==> config.mk <==
export PLATFORM = sky130hd
export DESIGN_NAME = alu_exec_unit
export DESIGN_NICKNAME = d
export VERILOG_FILES = /design/src/rtl/alu_exec_unit.sv
export SDC_FILE = /design/constraint.sdc
export NUM_CORES = 1
export LEC_CHECK = 0
export CAP_MARGIN = 15
export CORE_AREA = 2 2 130 132
export DETAILED_ROUTE_END_ITERATION = 8
export DIE_AREA = 0 0 132 134
export GPL_TIMING_DRIVEN = 0
export PLACE_DENSITY = 0.86
export REMOVE_ABC_BUFFERS = 1
export SLEW_MARGIN = 20
export SYNTH_ARGS = -nofsm -noshare
export SYNTH_HDL_FRONTEND = slang
export SYNTH_SLANG_ARGS = --single-unit
==> constraint.sdc <==
create_clock -name clk -period 4.15 [get_ports clk]
set_input_delay 0.83 -clock clk [delete_from_list [all_inputs] [get_ports clk]]
set_output_delay 0.83 -clock clk [all_outputs]
set_load 0.02 [all_outputs]
==> src/rtl/alu_exec_unit.sv <==
// Multi-cycle ALU execute unit: single-cycle arithmetic/logic ops, bit-serial shifts.
// Three-state controller (IDLE/SHIFT/DONE) with registered result and flags.
module alu_exec_unit #(
    parameter int DATA_W = 32
) (
    input  logic              clk,
    input  logic              rst_n,
    input  logic              start,
    input  logic [DATA_W-1:0] ALUin1,
    input  logic [DATA_W-1:0] ALUin2,
    input  logic [3:0]        ALUOp,
    output logic              busy,
    output logic              done,
    output logic [DATA_W-1:0] result,
    output logic              zero,
    output logic              sign,
    output logic              carry,
    output logic              overflow
);

    localparam logic [3:0] OP_ADD = 4'd0, OP_SUB = 4'd1, OP_AND = 4'd2, OP_OR  = 4'd3,
                           OP_XOR = 4'd4, OP_NOT = 4'd5, OP_SLA = 4'd6, OP_SRA = 4'd7,
                           OP_SRL = 4'd8, OP_INC = 4'd9, OP_DEC = 4'd10;

    typedef enum logic [1:0] {IDLE, SHIFT, DONE} state_t;

    state_t             state, state_nxt;
    logic [4:0]         cnt;
    logic [3:0]         op_q;
    logic [DATA_W-1:0]  work;
    logic               accept, shift_req, last_shift;
    logic [DATA_W+1:0]  eval;
    logic [DATA_W-1:0]  work_step;

    // Returns {overflow, carry, result}; shift opcodes land here only with amount 0.
    function automatic logic [DATA_W+1:0] alu_eval(input logic [3:0] op,
                                                   input logic signed [DATA_W-1:0] a,
                                                   input logic signed [DATA_W-1:0] b);
        logic [DATA_W:0]          sum;
        logic signed [DATA_W-1:0] bx;
        logic [DATA_W+1:0]        r;
        r   = '0;
        sum = '0;
        bx  = b;
        case (op)
            OP_ADD, OP_SUB: begin
                bx  = (op == OP_SUB) ? ~b : b;
                sum = {1'b0, a} + {1'b0, bx} + {{DATA_W{1'b0}}, (op == OP_SUB)};
                r   = {(a[DATA_W-1] == bx[DATA_W-1]) && (sum[DATA_W-1] != a[DATA_W-1]), sum};
            end
            OP_AND: r[DATA_W-1:0] = a & b;
            OP_OR:  r[DATA_W-1:0] = a | b;
            OP_XOR: r[DATA_W-1:0] = a ^ b;
            OP_NOT: r[DATA_W-1:0] = ~a;
            OP_SLA, OP_SRA, OP_SRL: r[DATA_W-1:0] = a;
            OP_INC: r[DATA_W-1:0] = a + 1'b1;
            OP_DEC: r[DATA_W-1:0] = a - 1'b1;
            default: r = '0;
        endcase
        return r;
    endfunction

    function automatic logic [DATA_W-1:0] shift_one(input logic [3:0] op,
                                                    input logic signed [DATA_W-1:0] w);
        case (op)
            OP_SLA:  return {w[DATA_W-2:0], 1'b0};
            OP_SRA:  return w >>> 1;
            OP_SRL:  return {1'b0, w[DATA_W-1:1]};
            default: return w;
        endcase
    endfunction

    assign accept     = start && (state != SHIFT);
    assign shift_req  = (ALUOp == OP_SLA || ALUOp == OP_SRA || ALUOp == OP_SRL) && (ALUin2[4:0] != 5'd0);
    assign last_shift = (state == SHIFT) && (cnt == 5'd1);
    assign eval       = alu_eval(ALUOp, ALUin1, ALUin2);
    assign work_step  = shift_one(op_q, work);

    always_comb begin
        state_nxt = state;
        case (state)
            IDLE, DONE: begin
                if (accept) state_nxt = shift_req ? SHIFT : DONE;
                else        state_nxt = IDLE;
            end
            SHIFT:   if (last_shift) state_nxt = DONE;
            default: state_nxt = IDLE;
        endcase
    end

    always_ff @(posedge clk or negedge rst_n) begin
        if (!rst_n) begin
            state    <= IDLE;
            cnt      <= '0;
            op_q     <= '0;
            work     <= '0;
            result   <= '0;
            carry    <= 1'b0;
            overflow <= 1'b0;
        end else begin
            state <= state_nxt;
            if (accept) begin
                op_q <= ALUOp;
                work <= ALUin1;
                cnt  <= shift_req ? ALUin2[4:0] : 5'd0;
                if (!shift_req) begin
                    {overflow, carry, result} <= eval;
                end
            end else if (state == SHIFT) begin
                work <= work_step;
                cnt  <= cnt - 5'd1;
                if (last_shift) begin
                    result   <= work_step;
                    carry    <= 1'b0;
                    overflow <= 1'b0;
                end
            end
        end
    end

    assign busy = (state == SHIFT);
    assign done = (state == DONE);
    assign zero = (result == '0);
    assign sign = result[DATA_W-1];

endmodule
### Word-level counts from Yosys, hierarchy flattened

Cells that the tools add are included.

* flip-flop bits (word level): 77
* output and inout bits: 38
* input bits: 71
* word-level logic and storage cells: 77

* eq/ne operators: 21
* reduce and logical (&&, ||, !) cells: 16
* bitwise operators: 5
* multiplexer cells: 23
* add/sub/neg operators: 5

Operators by type and width (number)
* 32-bit case mux with 8 select lines: 1
* 32-bit 2-to-1 mux: 7
* 32-bit case mux with 3 select lines: 1
* 32-bit NOT: 2
* 32-bit by 32-bit adder with 33-bit output: 1
* 33-bit by 1-bit adder with 33-bit output: 1
* 32-bit by 1-bit adder with 32-bit output (second input constant): 1
* 32-bit AND: 1
* 32-bit zero test: 1
* 32-bit bitwise OR: 1
* 32-bit by 1-bit subtractor with 32-bit output (second input constant): 1
* 32-bit XOR: 1
* 4-bit by 3-bit equality test with 1-bit output (second input constant): 6
* 4-bit equality test (second input constant): 4
* 5-bit 2-to-1 mux: 3
* 4-bit by 2-bit equality test with 1-bit output (second input constant): 2
* 2-bit 2-to-1 mux: 4
* 1-bit 2-to-1 mux: 6
* 5-bit by 1-bit equality test with 1-bit output (second input constant): 1
* 5-bit nonzero test: 1
* 5-bit by 1-bit subtractor with 5-bit output (second input constant): 1
* 4-bit by 1-bit equality test with 1-bit output (second input constant): 1
* 1-bit logical AND: 4
* 4-bit zero test: 1
* other kinds (13): 17

### Longest topological paths before layout

Gate-level depths: netlist of the first run.

* depth in word-level cells: 9
* mapped depth: 17
* mapped depth without buffers: 13

### Least setup slack after synthesis of the first run

OpenSTA, ideal clock, no wires.

* path kind: input -> register
* start: in ALUOp[2]
* end: reg carry
* setup slack: -281 ps
* path buffers: 3
* required time: 4014 ps
* arrival time: 4295 ps
* stages: 15
* setup time: 136 ps
* path through: nor3_1 -> clkbuf_1 -> nand2_1 -> buf_1 -> xnor2_1 -> ha_1 -> clkbuf_1 -> and4_1 -> a21oi_1 -> o31a_1 -> o21ai_0 -> o21ai_0 -> o21bai_1 -> a2111oi_0 -> o21ai_0

* cells in the longest elaborated chain, start to end: 7
* elaborated cells on any way between the ends: 17
* classes of those cells: add/sub: 2; eq/ne: 5; mux: 4; reduce/logical: 6

RTL lines
* start: declaration: line 11 `input logic [3:0] ALUOp,`
* 4-bit by 1-bit equality test with 1-bit output
* 32-bit 2-to-1 mux: line 47 `bx = (op == OP_SUB) ? ~b : b;`
* 32-bit by 32-bit adder with 33-bit output: line 48 `sum = {1'b0, a} + {1'b0, bx} + {{DATA_W{1'b0}}, (op == OP_SUB)};`
* 33-bit by 1-bit adder with 33-bit output: line 48
* 2-bit 2-to-1 mux: line 45 `case (op)`
* 1-bit 2-to-1 mux: line 106 `if (!shift_req) begin`
* 1-bit 2-to-1 mux: line 102 `if (accept) begin`
* end signal: assignment: line 107 `{overflow, carry, result} <= eval;`
* end: declaration: line 17 `output logic carry,`

Several ways; a longest one is shown, not always the timed one. The select of a mux whose other input is x is not followed.
A chain may end at the register's enable or synchronous reset.

### Worst setup path in the final report of the first run

* start: in ALUOp[2]
* end: reg result[14]

* cells in the longest elaborated chain, start to end: 7
* elaborated cells on any way between the ends: 24
* classes of those cells: add/sub: 2; eq/ne: 11; mux: 4; reduce/logical: 7

RTL lines
* 4-bit by 1-bit equality test with 1-bit output
* 32-bit 2-to-1 mux: line 47
* 32-bit by 32-bit adder with 33-bit output: line 48
* 33-bit by 1-bit adder with 33-bit output: line 48
* 32-bit case mux with 8 select lines: line 45
* 32-bit 2-to-1 mux: line 106
* 32-bit 2-to-1 mux: line 102
* end signal: assignment: line 107
* end signal: assignment: line 113 `result <= work_step;`
* end: declaration: line 14 `output logic [DATA_W-1:0] result,`

Several ways; a longest one is shown, not always the timed one. The select of a mux whose other input is x is not followed.

==> run_results.csv, run 1 <==
group,metric,value,unit
outcome,outcome,"finished with violations",
outcome,violations,"design-rule violations",
die,die_height,134,um
sta,slew_headroom,21.8,%
global_routing,antenna_found_initial,0,
finish,final_area,12200,um^2
die,core,16300,um^2
global_routing,grt_pass1_wl,60.5,mm
clock_network,cts-root-buf,"clkbuf_16",
setup_path,critPathMaxFanout,15,
yosys,yosysTopAreaCell,"dfrtp_1",
setup_path,r2r_setup_slack,0.43,ns
setup_path,worstPathRequired,4.39,ns
power_and_ir_drop,power.density,334,nW/um^2
finish,nNetsFinal,1562,
setup_path,cp_num_buf_inv,3,
setup_path,r2r_start,"state[0]",
setup_path,r2r.worst_path.cells,6,
setup_path,cpPeakStageDelay,0.44,ns
yosys,syn_area_per_cell,7.66,um^2
sta,slew_violations,0,
placement,hpwl,27.7,mm
placement,place_ws,-1.94,ns
die,die_w,132,um
sta,post-route-period-util,99.2,%
yosys,postSynthCellCount,1339,
clock_network,cts_tree,"done",
yosys,synth_area_leaders,"dfrtp_1 19%, ha_1 13%, xnor2_1 5.2%, a21oi_1 4.9%, o21ai_0 3.9%",
clock_network,cts_inserted_buffers,9,
power_and_ir_drop,vdd_drop_max,197,uV
clock_network,clkSlewWorstSetupHoldPaths,0.06,ns
clock_network,cts_sinks,77,
setup_path,critPathCaptureType,"flip-flop",
sta,hold_viol,0,
yosys,yosys.area.top_type_share,18.8,%
power_and_ir_drop,p_leak,4.97,nW
die,initial_core_util,63.0,%
run,maxCapViolations,0,
sta,fmax,0.243,GHz
detailed_routing,num_vias,12000,
global_routing,overflow,0,
yosys,synth_ff_type,"dfrtp_1",
finish,drive_gt1_share,8.93,%
sta,tightest_slew,1.17,ns
sta,holdWs,0.398,ns
placement,io_buffers,108,
clock_network,cts-htree-levels,3,
setup_path,criticalPathCategory,"in2reg",
sta,setup-violations-final,0,
sta,setup_slack,0.0338,ns
setup_path,cp_data_arrival_time,4.36,ns
clock_network,clkLatencyLatePin,0.36,ns
setup_path,r2r_end,"result[12]",
setup_path,crit_slowest_cell,"ha_1",
setup_path,start_kind,"input port",
detailed_routing,route.detailed.drc,18,
yosys,ys_seq_area_share,18.8,%
clock_network,holdBufCountCts,0,
finish,area_growth,18.8,%
setup_path,cp_common_cell,"a21oi_2",
yosys,synthArstFlopShare,100,%
yosys,ys_types,88,
yosys,synth_warnings,0,
setup_path,crit_chain,"clkdlybuf4s15_2 -> nor3_4 -> buf_6 -> nand2_8 -> xnor2_2 -> ha_1 -> nand2_1 -> o21ai_4 -> a21oi_2 -> o31a_1 -> buf_4 -> xor2_1 -> o21ai_0 -> a21oi_2 -> o221ai_1 -> o21a_1",
detailed_routing,drt_iter0_drc,2261,
detailed_routing,drt.antenna.violating_nets,0,
yosys,synth-edff-count,0,
finish,diodes,0,
sta,finalCriticalPeriod,4.12,ns
finish,utilization,74.8,%
sta,fin_skew,0.0117,ns
placement,routabilityCongestion,0.985,
detailed_routing,vias_per_cell,7.46,
global_routing,first_global_vias,11000,
clock_network,cts_buffer_depth,2,
detailed_routing,wire_per_inst,24.5,um
finish,mostFrequentLayoutCells,"101 x ha_1, 99 x nand2_1, 97 x clkdlybuf4s50_1",
yosys,synth_area,10300,um^2
global_routing,track_usage,43.0,%
detailed_routing,finalWirelength,39.5,mm
detailed_routing,dr.pass1.iters,9,
placement,placed_area,11500,um^2
global_routing,grt_max_degree,53,
power_and_ir_drop,p_total,0.00407,W
finish,final_common_cell,"ha_1",
die,die-area,17700,um^2
die,rows,47,
die,io_pins,109,
yosys,synth-seq-cells,77,
setup_path,cp_top_family,"compound AO/OA/AOI/OAI gates",
hold_path,hold_class,"in2async",
==> registers in the layout, indices dropped and copies added (netlist names) <==
signal,count
result,32
work,32
cnt,5
op_q,4
state,2
carry,1
overflow,1
==> logic make-up (layout without fill, tap and decap cells) <==
family                     count (synthesis)  after routing  share of synthesized area [%]
DFF                                       77             77                           18.8
and+or+nand+nor                          410            411                           20.8
muxes                                     28             28                           2.73
AOI/OAI and AO/OA                        460            460                           31.1
xor gates and xnor gates                  74             74                           6.32
buffers and inverters                    183            232                           7.18
adders and majority gates                107            107                           13.1
==> layout make-up <==
cell class / count / area, um^2
clock buffer: 10 / 239
clock inverter: 6 / 52.6
fill: 1254 / 4100
inverter: 78 / 293
multi-input combinational: 1080 / 7940
sequential: 77 / 1930
tap: 220 / 275
timing repair buffer: 138 / 1470
==> power breakdown <==
| group | internal, W | leakage [nW] | switching (W) |
|---|---|---|---|
| clock | 0.000431 | 0.138 | 0.000365 |
| sequential | 0.000963 | 0.940 | 0.000238 |
| combinational | 0.000858 | 3.89 | 0.00121 |
==> synth_stat cells (19+ instances only) <==
cell type	instances
a21oi_1	101
a221oi_1	28
a222oi_1	26
buf_2	19
clkbuf_1	69
dfrtp_1	77
ha_1	106
inv_1	75
mux2i_1	28
nand2_1	100
nand3_1	37
nand4_1	27
nor2_1	95
nor2b_1	19
nor3_1	31
nor4_1	23
o21ai_0	80
o22ai_1	28
xnor2_1	61
==> worst max path at each step <==
stage	slack, ns	depth (start not counted)	endpoint	startpoint
after floorplan	-1.94	13	result[30]	ALUOp[2]
after global routing	-0.02	15	result[21]	ALUOp[2]
after detailed placement	-1.94	14	result[30]	ALUOp[1]
after global placement	-5.89	14	carry	ALUOp[1]
after CTS	0.02	15	result[27]	ALUOp[2]
final	0.03	16	result[14]	ALUOp[2]
==> stage by stage <==
stage | TNS (ns) | std cells
2_1_floorplan | -50.61 | 1234
3_3_place_gp | -214.81 | 1562
3_5_place_dp | -42.22 | 1577
4_1_cts | 0 | 1604
5_1_grt | -0.0444 | 1609
6_report | 0 | 1609
==> per-layer routing <==
layer | routed length, um | GRT usage [%] | part of all wire, %
met2 | 17200 | 66.5 | 44
met3 | 5260 | 11.1 | 13
met1 | 15100 | 56.7 | 38
met4 | 1980 | 19.4 | 5.0
met5 | 0 | 0 | 0
==> worst reg2reg max path, delay by kind of cell, from the launching register on <==
| family | cells | cell delay, ns |
|---|---|---|
| AND/OR/NAND/NOR | 3 | 2.17 |
| flip-flops | 1 | 0.41 |
| AO/OA/AOI/OAI | 3 | 1.07 |
==> what timing repair did <==
action                     4_1_cts  5_1_grt
pin swaps                        7       11
gates resized for setup         35       46
setup endpoints to repair       32       20
buffers inserted                10        5
cloned                           1        0
Note: power is estimated with default switching activity, not from simulation.
==> run 2, diff against run 1 <==
CAP_MARGIN = 20   (was 15)
CELL_PAD_IN_SITES_DETAIL_PLACEMENT = 1   (was unset)
CELL_PAD_IN_SITES_GLOBAL_PLACEMENT = 1   (was unset)
CORE_AREA = 2 2 151 153   (was 2 2 130 132)
DIE_AREA = 0 0 153 155   (was 0 0 132 134)
MAX_ROUTING_LAYER = met4   (was unset)
PLACE_DENSITY = 0.85   (was 0.86)
==> run 2 against run 1 <==
The run still ends with design-rule violations left. Worst setup slack got worse by 0.0093 ns. Non-clock buffer count fell by 2. Design area rose by 0.44%. Largest power group unchanged.
==> run_results.csv, run 2 (synthesized netlist as in run 1, its figures left out) <==
group,metric,value,unit
sta,fmax,0.242,GHz
detailed_routing,wire_per_inst,26.7,um
finish,reg_top3,"result (32), work (32), cnt (5)",
placement,io_buffers,108,
setup_path,start_kind,"input port",
finish,nNetsFinal,1561,
die,io_pins,109,
global_routing,antenna_found_initial,0,
detailed_routing,num_vias,12000,
die,initial_core_util,46.2,%
sta,holdWs,0.497,ns
global_routing,grt_max_degree,45,
sta,tightest_slew,1.16,ns
die,die_w,153,um
clock_network,cts_tree,"done",
global_routing,grt_pass1_wl,68.8,mm
detailed_routing,drt_iter0_drc,1524,
power_and_ir_drop,p_total,0.00424,W
sta,post-route-period-util,99.4,%
sta,setup_slack,0.0244,ns
die,rows,55,
detailed_routing,finalWirelength,44.6,mm
clock_network,clkLatencyLatePin,0.36,ns
finish,area_growth,19.3,%
finish,nFillCells,2672,
die,core,22200,um^2
finish,drive_gt1_share,7.85,%
detailed_routing,drt.antenna.violating_nets,0,
clock_network,cts_inserted_buffers,9,
power_and_ir_drop,power.density,346,nW/um^2
sta,slew_violations,0,
die,die-area,23700,um^2
global_routing,track_usage,37.8,%
placement,hpwl,31.8,mm
setup_path,critPathCaptureType,"flip-flop",
finish,final_common_cell,"ha_1",
setup_path,cp_data_arrival_time,4.30,ns
clock_network,cts_sinks,77,
power_and_ir_drop,pwr-share-seq,28.8,%
power_and_ir_drop,comb_power_share,49.0,%
detailed_routing,vias_per_cell,7.16,
clock_network,cts_buffer_depth,2,
finish,diodes,0,
sta,finalCriticalPeriod,4.13,ns
setup_path,criticalPathCategory,"in2reg",
setup_path,critPathMaxFanout,13,
finish,mostFrequentLayoutCells,"105 x ha_1, 99 x a21oi_1, 99 x nand2_1",
clock_network,cts-htree-levels,3,
clock_network,clkSlewWorstSetupHoldPaths,0.06,ns
placement,routabilityCongestion,0.952,
power_and_ir_drop,p_leak,4.97,nW
global_routing,first_global_vias,11800,
clock_network,cts-root-buf,"clkbuf_16",
sta,slew_headroom,22.5,%
global_routing,overflow,0,
detailed_routing,dr.pass1.iters,9,
placement,place_ws,-2.13,ns
power_and_ir_drop,pwr-share-clk,22.2,%
detailed_routing,route.detailed.drc,7,
power_and_ir_drop,vdd_drop_max,268,uV
die,die_height,155,um
outcome,violations,"design-rule violations",
outcome,outcome,"finished with violations",
power_and_ir_drop,p_int,0.00240,W
sta,hold_viol,0,
sta,fin_skew,0.00929,ns
power_and_ir_drop,p_sw,0.00184,W
hold_path,hold_class,"in2async",
sta,setup-violations-final,0,
setup_path,worstPathRequired,4.33,ns
run,maxCapViolations,0,
power_and_ir_drop,p_sw_share,43.4,%
## run 2: cell types whose count changed in the layout (fill, tap and decap cells not counted), moves of 3 or more
cell,before,now
a21oi_1,94,99
ha_1,101,105
xnor2_1,55,59
buf_16,5,8
clkbuf_8,1,4
a2111oi_1,4,1
buf_4,17,14
ha_2,4,1
xnor2_2,6,2
a21oi_2,7,2
## run 2: area by class of cell
class                      count  area, um^2  share of cell area, %
clock inverter                 3        65.1                  0.531
tap                          285         357                   2.91
multi-input combinational   1081        7830                   64.0
clock buffer                  13         280                   2.29
timing repair buffer         136        1490                   12.2
inverter                      78         293                   2.39
sequential                    77        1930                   15.7
## run 2: repair_timing
action / in CTS / in global routing
setup buffers: 9 / 2
cloned: 2 / 0
hold buffers: 0 / 0
resized for setup: 40 / 23
endpoints found under the setup margin: 33 / 23
pin swaps: 5 / 4
## run 2: worst paths after layout
path | from | end | slack [ns] | cells after the start
max | ALUin1[4] | result[13] | 0.02 | 11
min | rst_n | cnt[0] | 0.50 | 1
max reg2reg | state[1] | result[30] | 0.35 | 10
min reg2reg | overflow | overflow | 0.50 | 2
max in group asynchronous | rst_n | result[17] | 3.02 | 2
min in group clk | overflow | overflow | 0.50 | 2
## run 2: power by group through the flow
stage | sequential [W] | combinational (W) | clock (W)
floorplan | 0.00126 | 0.00101 | 0
global placement | 0.00120 | 0.00184 | 0
detailed placement | 0.00121 | 0.00197 | 0
CTS | 0.00120 | 0.00201 | 0.000940
global route | 0.00124 | 0.00222 | 0.000974
finish | 0.00122 | 0.00208 | 0.000941
## run 2: per-layer routing
metal	GRT usage (%)	share of wire (%)
met5	-	0
met4	17.3	4.4
met3	8.97	9.5
met2	57.7	45
met1	47.6	41
## run 2: worst max-delay path, stage by stage
cell and delay (ns):
clkdlybuf4s50_1 0.88, ha_1 0.41, a21oi_1 0.29, o21bai_1 0.16
or3b_1 0.41, o21ai_4 0.30, buf_4 0.18, xor2_1 0.13
o21ai_0 0.11, a21oi_1 0.42, o31ai_1 0.18
## run 2: stage by stage
step / TNS [ns] / area, um^2 / util [%] / std cells
CTS: 0 / 12100 / 54.6 / 1671
floorplan: -50.61 / 9820 / - / 1234
finish: 0 / 12200 / 55.1 / 1673
global placement: -245.90 / 11300 / 50.6 / 1627
global route: -0.00748 / 12200 / 55.1 / 1673
detailed placement: -46.34 / 11700 / 52.4 / 1644
==> run 3, diff against run 2 <==
CORE_AREA = 2 2 150 152   (was 2 2 151 153)
CTS_BUF_LIST = sky130_fd_sc_hd__clkbuf_4 sky130_fd_sc_hd__clkbuf_8   (was unset)
DIE_AREA = 0 0 152 154   (was 0 0 153 155)
PLACE_DENSITY = 0.86   (was 0.85)
clock period = 5 ns   (was 4.15 ns; I/O delays follow)
==> run 3 against run 2 <==
The run now ends clean. Final cell count shrank 0.72%. Largest power group unchanged. Count of clock-buffer cells in the layout down 2. Critical path depth rose by 2. Combinational power decreased by 17%. Clock power fell by 32%. Largest cell class unchanged. Sequential power decreased by 17%. Worst setup slack better by 0.0037 ns. Global-route usage increased by 0.50 points. Non-clock buffer count decreased by 5. Die area fell by 1.3%. Hold slack got worse by 0.011 ns. Sequential share of layout area is 0.25 points higher. Critical endpoint is now result[30].
==> run_results.csv, run 3 (synthesized netlist as in run 1, its figures left out) <==
group,metric,value,unit
power_and_ir_drop,power.density,280,nW/um^2
die,initial_core_util,47.3,%
die,core,21700,um^2
clock_network,cts-root-buf,"clkbuf_8",
setup_path,cp_data_arrival_time,5.26,ns
die,rows,54,
die,io_pins,109,
outcome,outcome,"finished, final reports clean",
placement,io_buffers,108,
placement,place_ws,-1.77,ns
die,die_w,152,um
finish,reg_top3,"result (32), work (32), cnt (5)",
run,maxCapViolations,0,
clock_network,holdBufCountCts,0,
global_routing,grt_max_degree,45,
setup_path,r2r_start,"state[1]",
sta,hold_viol,0,
power_and_ir_drop,p_total,0.00338,W
clock_network,clkSlewWorstSetupHoldPaths,0.09,ns
sta,fin_skew,0.0114,ns
sta,finalCriticalPeriod,4.97,ns
finish,mostFrequentLayoutCells,"106 x ha_1, 102 x clkdlybuf4s50_1, 101 x a21oi_1",
detailed_routing,route.detailed.drc,0,
finish,drive_gt1_share,6.52,%
global_routing,first_global_vias,11800,
power_and_ir_drop,p_leak,4.89,nW
global_routing,antenna_found_initial,0,
setup_path,r2r_setup_slack,1.07,ns
sta,tightest_slew,1.05,ns
setup_path,critPathMaxFanout,32,
sta,post-route-period-util,99.4,%
finish,nNetsFinal,1554,
placement,hpwl,32.8,mm
detailed_routing,dr.pass1.iters,8,
global_routing,grt_pass1_wl,69.0,mm
setup_path,crit_start,"ALUOp[0]",
die,die-area,23400,um^2
detailed_routing,drt_iter0_drc,1484,
finish,area_growth,17.5,%
detailed_routing,drt.antenna.violating_nets,0,
setup_path,critPathCaptureType,"flip-flop",
setup_path,endpoint,"result[30]",
detailed_routing,num_vias,11800,
sta,slew_headroom,29.7,%
clock_network,cts_inserted_buffers,9,
clock_network,cts-htree-levels,3,
detailed_routing,wire_per_inst,27.1,um
die,die_height,154,um
hold_path,hold_class,"reg2reg",
setup_path,criticalPathCategory,"in2reg",
power_and_ir_drop,vdd_drop_max,133,uV
global_routing,track_usage,38.3,%
setup_path,r2r.worst_path.cells,11,
finish,nFillCells,2647,
setup_path,r2r_end,"result[31]",
sta,slew_violations,0,
setup_path,start_kind,"input port",
setup_path,worstPathRequired,5.29,ns
global_routing,overflow,0,
placement,routabilityCongestion,0.950,
sta,setup_slack,0.0281,ns
clock_network,cts_tree,"done",
finish,final_common_cell,"ha_1",
sta,setup-violations-final,0,
detailed_routing,vias_per_cell,7.09,
clock_network,cts_sinks,77,
clock_network,clkLatencyLatePin,0.40,ns
detailed_routing,finalWirelength,45.1,mm
sta,rsz0062_at_grt,"yes",
sta,fmax,0.201,GHz
clock_network,cts_buffer_depth,2,
finish,diodes,0,
hold_path,hold_depth,2,
==> run 3: routing by layer <==
| metal | up-vias | share of wire, % | track usage [%] |
|---|---|---|---|
| li1 | 5138 | - | - |
| met3 | 143 | 9.8 | 7.33 |
| met1 | 5785 | 40 | 48.5 |
| met5 | - | 0 | - |
| met2 | 711 | 46 | 60.2 |
| met4 | 0 | 4.1 | 15.6 |
==> run 3: worst max-delay path, cell delays in order <==
cell and delay (ns):
dlygate4sd2_1 0.72, nand2_8 0.47, xnor2_2 0.32, inv_1 0.08, fa_1 0.43, o21ai_2 0.28, a21oi_1 0.19, o31a_1 0.41
o21ai_0 0.39, o21ai_2 0.21, o31ai_1 0.41, a2bb2oi_1 0.24, nand2_1 0.07
==> run 3: final cells by class <==
type	count	area [um^2]	area share [%]
Multi-Input combinational cell	1079	7750	64.3
Sequential cell	77	1930	16.0
Timing Repair Buffer	131	1480	12.3
Tap cell	280	350	2.91
Inverter	78	293	2.43
Clock buffer	11	151	1.26
Clock inverter	5	106	0.882
==> run 3: what timing repair did <==
item                       4_1_cts  5_1_grt
setup buffers                    2        1
resized for setup               12       10
pin swaps                        1        1
setup endpoints to repair       31       11
==> run 3: per-stage QoR <==
step / TNS (ns) / util [%] / cell area, um^2 / std cells / hold WS (ns)
final: 0 / 55.6 / 12100 / 1661 / 0.487
after global routing: -0.114 / 55.6 / 12100 / 1661 / 0.533
after CTS: 0 / 55.2 / 12000 / 1659 / 0.497
after detailed placement: -34.93 / 53.8 / 11700 / 1641 / 0.475
after global placement: -170.81 / 51.9 / 11200 / 1622 / 0.471
after floorplan: -28.17 / - / 9820 / 1234 / 0.476
==> run 3: where the power goes <==
group | total, W | switching [W] | internal, W
clock | 0.000640 | 0.000280 | 0.000360
sequential | 0.00101 | 0.000209 | 0.000798
combinational | 0.00173 | 0.00103 | 0.000703
==> run 3: worst min-delay path by stage <==
stage	startpoint	to	slack [ns]
after detailed placement	overflow	overflow	0.48
final	overflow	overflow	0.49
after global placement	overflow	overflow	0.47
after global routing	overflow	overflow	0.53
after CTS	overflow	overflow	0.50
after floorplan	op_q[2]	op_q[2]	0.48
==> variant 1 (config.mk and constraints of run 3) <==
Put a register stage on the outputs `busy`, `done`, `zero` and `sign`, with the module's reset. The values now appear one clock later. The other outputs are not delayed to match.
--- a/src/rtl/alu_exec_unit.sv
+++ b/src/rtl/alu_exec_unit.sv
@@ -119,8 +119,17 @@
     end
 
-    assign busy = (state == SHIFT);
-    assign done = (state == DONE);
-    assign zero = (result == '0);
-    assign sign = result[DATA_W-1];
+    always_ff @(posedge clk or negedge rst_n) begin
+        if (!rst_n) begin
+            busy <= '0;
+            done <= '0;
+            zero <= '0;
+            sign <= '0;
+        end else begin
+            busy <= (state == SHIFT);
+            done <= (state == DONE);
+            zero <= (result == '0);
+            sign <= result[DATA_W-1];
+        end
+    end
 
 endmodule
Formal check against the unedited RTL: not equivalent (a bounded check fails within 4 cycles, from zero or initial values and one cycle with rst_n low).
==> variant 1 against run 3 <==
- the run now ends with design-rule violations left
- final area up 0.49%
- sequential power up 6%
- power down 0.21%
- final cell count up 1.6%
- utilization up 0.27 points
- sequential cell count up 4
- area after synthesis up 1.3%
- setup slack better by 0.040 ns
- routed wire length up 2.6%
- largest power group unchanged
- highest routed layer unchanged
==> variant 1: results (changes against run 3) <==
[synthesis]
synthTopCellsByArea = dfrtp_1 (20%), ha_1 (13%), xnor2_1 (5.7%)  ; was dfrtp_1 (19%), ha_1 (13%), xnor2_1 (5.2%)
ys_types = 84  ; was 88
synth_area_per_cell_um2 = 7.64  ; was 7.66 µm²
synthAdderAreaFrac_pct = 13.0  ; was 13.1%
muxShareOfSynthArea_pct = 1.55  ; was 2.73%
netlist_top_cells_count = nand2_1 (114), ha_1 (106), nor2_1 (97)  ; was ha_1 (106), a21oi_1 (101), nand2_1 (100)
ys_seq_area_share_pct = 19.5  ; was 18.8%

[cells_and_area]
fillers = 2653  ; was 2647
fin_area_um2 = 12100  ; about the same
final_nets = 1580  ; was 1554
final_common_cell = nand2_1  ; was ha_1
drive_gt1_share_pct = 6.97  ; was 6.52%

[worst_hold_path]
hold_end = done$_DFF_PN0_  ; was overflow$_DFFE_PN0P_
hp-start = state[0]$_DFFE_PN0P_  ; was overflow$_DFFE_PN0P_
worstHoldPathCells = 1  ; was 2

[critical_path]
critPathArrivalTime_ns = 5.20  ; was 5.26 ns
r2r-end = result[23]$_DFFE_PN0P_  ; was result[31]$_DFFE_PN0P_
crit_slowest_cell = clkdlybuf4s15_1  ; was dlygate4sd2_1
path_max_fanout = 13  ; was 32
cp-startpoint = ALUOp[3]  ; was ALUOp[0]

[timing]
hold_slack_ns = 0.454  ; was 0.487 ns
finalCriticalPeriod_ns = 4.93  ; was 4.97 ns
slew_headroom_pct = 25.9  ; was 29.7%

[power_and_ir_drop]
p_leak_nw = 4.84  ; was 4.89 nW
total_power_mw = 3.37  ; was 3.38 mW
ir_worst_vdd_mv = 0.143  ; was 0.133 mV
p_comb_mw = 1.80  ; was 1.73 mW
p_switching_mw = 1.58  ; was 1.51 mW

[global_route]
grt_max_degree = 57  ; was 45
grtUsageTotal_pct = 39.3  ; was 38.3%
grt_pass1_vias = 12300  ; was 11800

[detailed_routing]
dr_total_vias = 12200  ; was 11800
drt_first_pass_iters = 9  ; was 8
wl_mm = 46.2  ; was 45.1 mm
drtIter0Drc = 1736  ; was 1484
drc_errors = 16  ; was 0

[cts]
clkLatencyLatePin_ns = 0.38  ; was 0.40 ns

[placement]
hpwlAfterDp_mm = 34.4  ; was 32.8 mm
dp_worst_setup_slack_ns = -1.12  ; was -1.77 ns
gp_congestion = 0.983  ; was 0.950

[status]
violations = design-rule violations
run_status = complete, but fails checks  ; was completed

## variant 1: changes by cell type after synthesis, sizes merged, moves of 8 or more
cell	change
buf	-9
or4	+8
mux2i	-13
or3	+9
o22ai	-13
nor2b	+18
clkbuf	+10
a2111oi	-8
nand2	+14
a211oi	+20
a221oi	-8
a221o	+8
a22oi	+13
nand4	-8
## variant 1: layout make-up
class,count,area share [%]
multi-input combinational,1096,64.2
sequential,81,16.7
timing repair buffer,136,12.3
tap,280,2.89
inverter,78,2.43
clock buffer,13,1.32
clock inverter,3,0.207
## variant 1: metal layers
layer / global-route usage, % / vias up / share of wire (%)
met5: - / - / 0
met4: 20.2 / 0 / 5.4
met3: 6.03 / 191 / 10
met2: 60.6 / 815 / 45
met1: 50.1 / 5936 / 40
li1: - / 5210 / -
## variant 1: timing repair
item                       in CTS  in global routing
pin swaps                       2                  0
cloned                          2                  0
buffers inserted                1                  0
resized for setup               9                  7
setup endpoints to repair      15                  5
==> variant 2 (config.mk and constraints of run 3) <==
Made on the original files. `DATA_W`: 32 -> 36.
--- a/src/rtl/alu_exec_unit.sv
+++ b/src/rtl/alu_exec_unit.sv
@@ -2,5 +2,5 @@
 // Three-state controller (IDLE/SHIFT/DONE) with registered result and flags.
 module alu_exec_unit #(
-    parameter int DATA_W = 32
+    parameter int DATA_W = 36
 ) (
     input  logic              clk,
Interface: changed (resized ALUin1, ALUin2 and result); port bits go from 109 to 121. The function was not compared with the original's and may differ.
==> variant 2 against run 3 <==
- maximum frequency is 2.0% higher
- area after synthesis rose by 8.4%
- sequential cell count increased by 8
- final area increased by 7.6%
- non-clock buffer count is 25 higher
- power rose by 3.5%
- hold slack worse by 0.079 ns
- global-route usage rose by 5.6 points
- sequential power is 9% higher
- critical path depth is 3 higher
- setup slack better by 0.097 ns
- routed wire length rose by 14%
- critical path type unchanged
- largest power group unchanged
==> variant 2: results (changes against run 3) <==
[synthesis]
muxShareOfSynthArea_pct = 1.80  ; was 2.73%
ys_types = 91  ; was 88
synthTopCellsByArea = dfrtp_1 (19%), ha_1 (13%), xnor2_1 (6.1%)  ; was dfrtp_1 (19%), ha_1 (13%), xnor2_1 (5.2%)
netlist_top_cells_count = a21oi_1 (118), ha_1 (112), nand2_1 (102)  ; was ha_1 (106), a21oi_1 (101), nand2_1 (100)

[worst_hold_path]
hp-class = in2async  ; was reg2reg

[power_and_ir_drop]
swShare_pct = 46.9  ; was 44.9%
ir_worst_vdd_mv = 0.128  ; was 0.133 mV
p_leak_nw = 5.16  ; was 4.89 nW

[detailed_routing]
drt_first_pass_iters = 9  ; was 8
drtIter0Drc = 2011  ; was 1484
dr_total_vias = 13300  ; was 11800

[critical_path]
max_stage_delay_ns = 0.44  ; was 0.72 ns
critPathArrivalTime_ns = 5.18  ; was 5.26 ns
ff2ff_path_depth = 8  ; was 11
r2r-end = result[33]$_DFFE_PN0P_  ; was result[31]$_DFFE_PN0P_
r2r_slack_ns = 0.90  ; was 1.07 ns
r2r-start = state[0]$_DFFE_PN0P_  ; was state[1]$_DFFE_PN0P_
path_max_fanout = 14  ; was 32

[cells_and_area]
fillers = 2639  ; was 2647
buffer_area_share_pct = 12.9  ; was 12.3%
drive_gt1_share_pct = 7.73  ; was 6.52%
n_all_buffers = 156  ; was 131
inverters = 86  ; was 78
layoutNonFillerInstCount = 1780  ; was 1661
clock_buffers = 12  ; was 11
multi_input_gates = 1158  ; was 1079
top_regs = result x36, work x36, cnt x5  ; was result x32, work x32, cnt x5
regArea_um2 = 2130  ; was 1930 µm²
seq_share_pct = 16.4  ; was 16.0%
multi_input_area_share_pct = 64.0  ; was 64.3%

[placement]
gp_congestion = 0.961  ; was 0.950
portBuffers = 120  ; was 108
hpwlAfterDp_mm = 37.8  ; was 32.8 mm
dpl-instance-area_um2 = 12700  ; was 11700 µm²
dp_worst_setup_slack_ns = -1.52  ; was -1.77 ns

[timing]
fin_skew_ns = 0.0165  ; was 0.0114 ns
finalCriticalPeriod_ns = 4.87  ; was 4.97 ns
worst_pin_slew_ns = 1.19  ; was 1.05 ns
hold_slack_ns = 0.407  ; was 0.487 ns

[cts]
clock-sinks = 85  ; was 77
clk_pin_slew_ns = 0.11  ; was 0.09 ns

[global_route]
grt_max_degree = 74  ; was 45
grtUsageMet1_pct = 54.7  ; was 48.5%
use_met2_pct = 67.3  ; was 60.2%
grt_pass1_wl_mm = 78.3  ; was 69.0 mm

[status]
run_status = completed  ; unchanged

-- variant 2: cell count changes after synthesis, moves of 12 or more --
cell      change
buf_2        -12
a21oi_1      +17
or3_1        +14
clkbuf_1     +27
o221ai_1     +14
a211oi_1     +15
a22oi_1      +21
xnor2_1      +16
-- variant 2: power by group through the flow --
stage	registers (mW)	clock network, mW	logic [mW]
after floorplan	1.12	0	0.892
after global placement	1.07	0	1.61
after detailed placement	1.09	0	1.75
after CTS	1.08	0.561	1.78
after global routing	1.11	0.595	1.93
final	1.10	0.574	1.83
-- variant 2: timing repair --
action                                  in CTS  in global routing
pin swaps                                    1                  1
buffers inserted                             2                  0
gates resized for setup                     25                  8
endpoints found under the setup margin      26                  4
-- variant 2: layer usage --
layer	share of wire, %	wire [µm]
met5	0	0
met4	5.9	3010
met3	11	5480
met2	45	23000
met1	39	20000
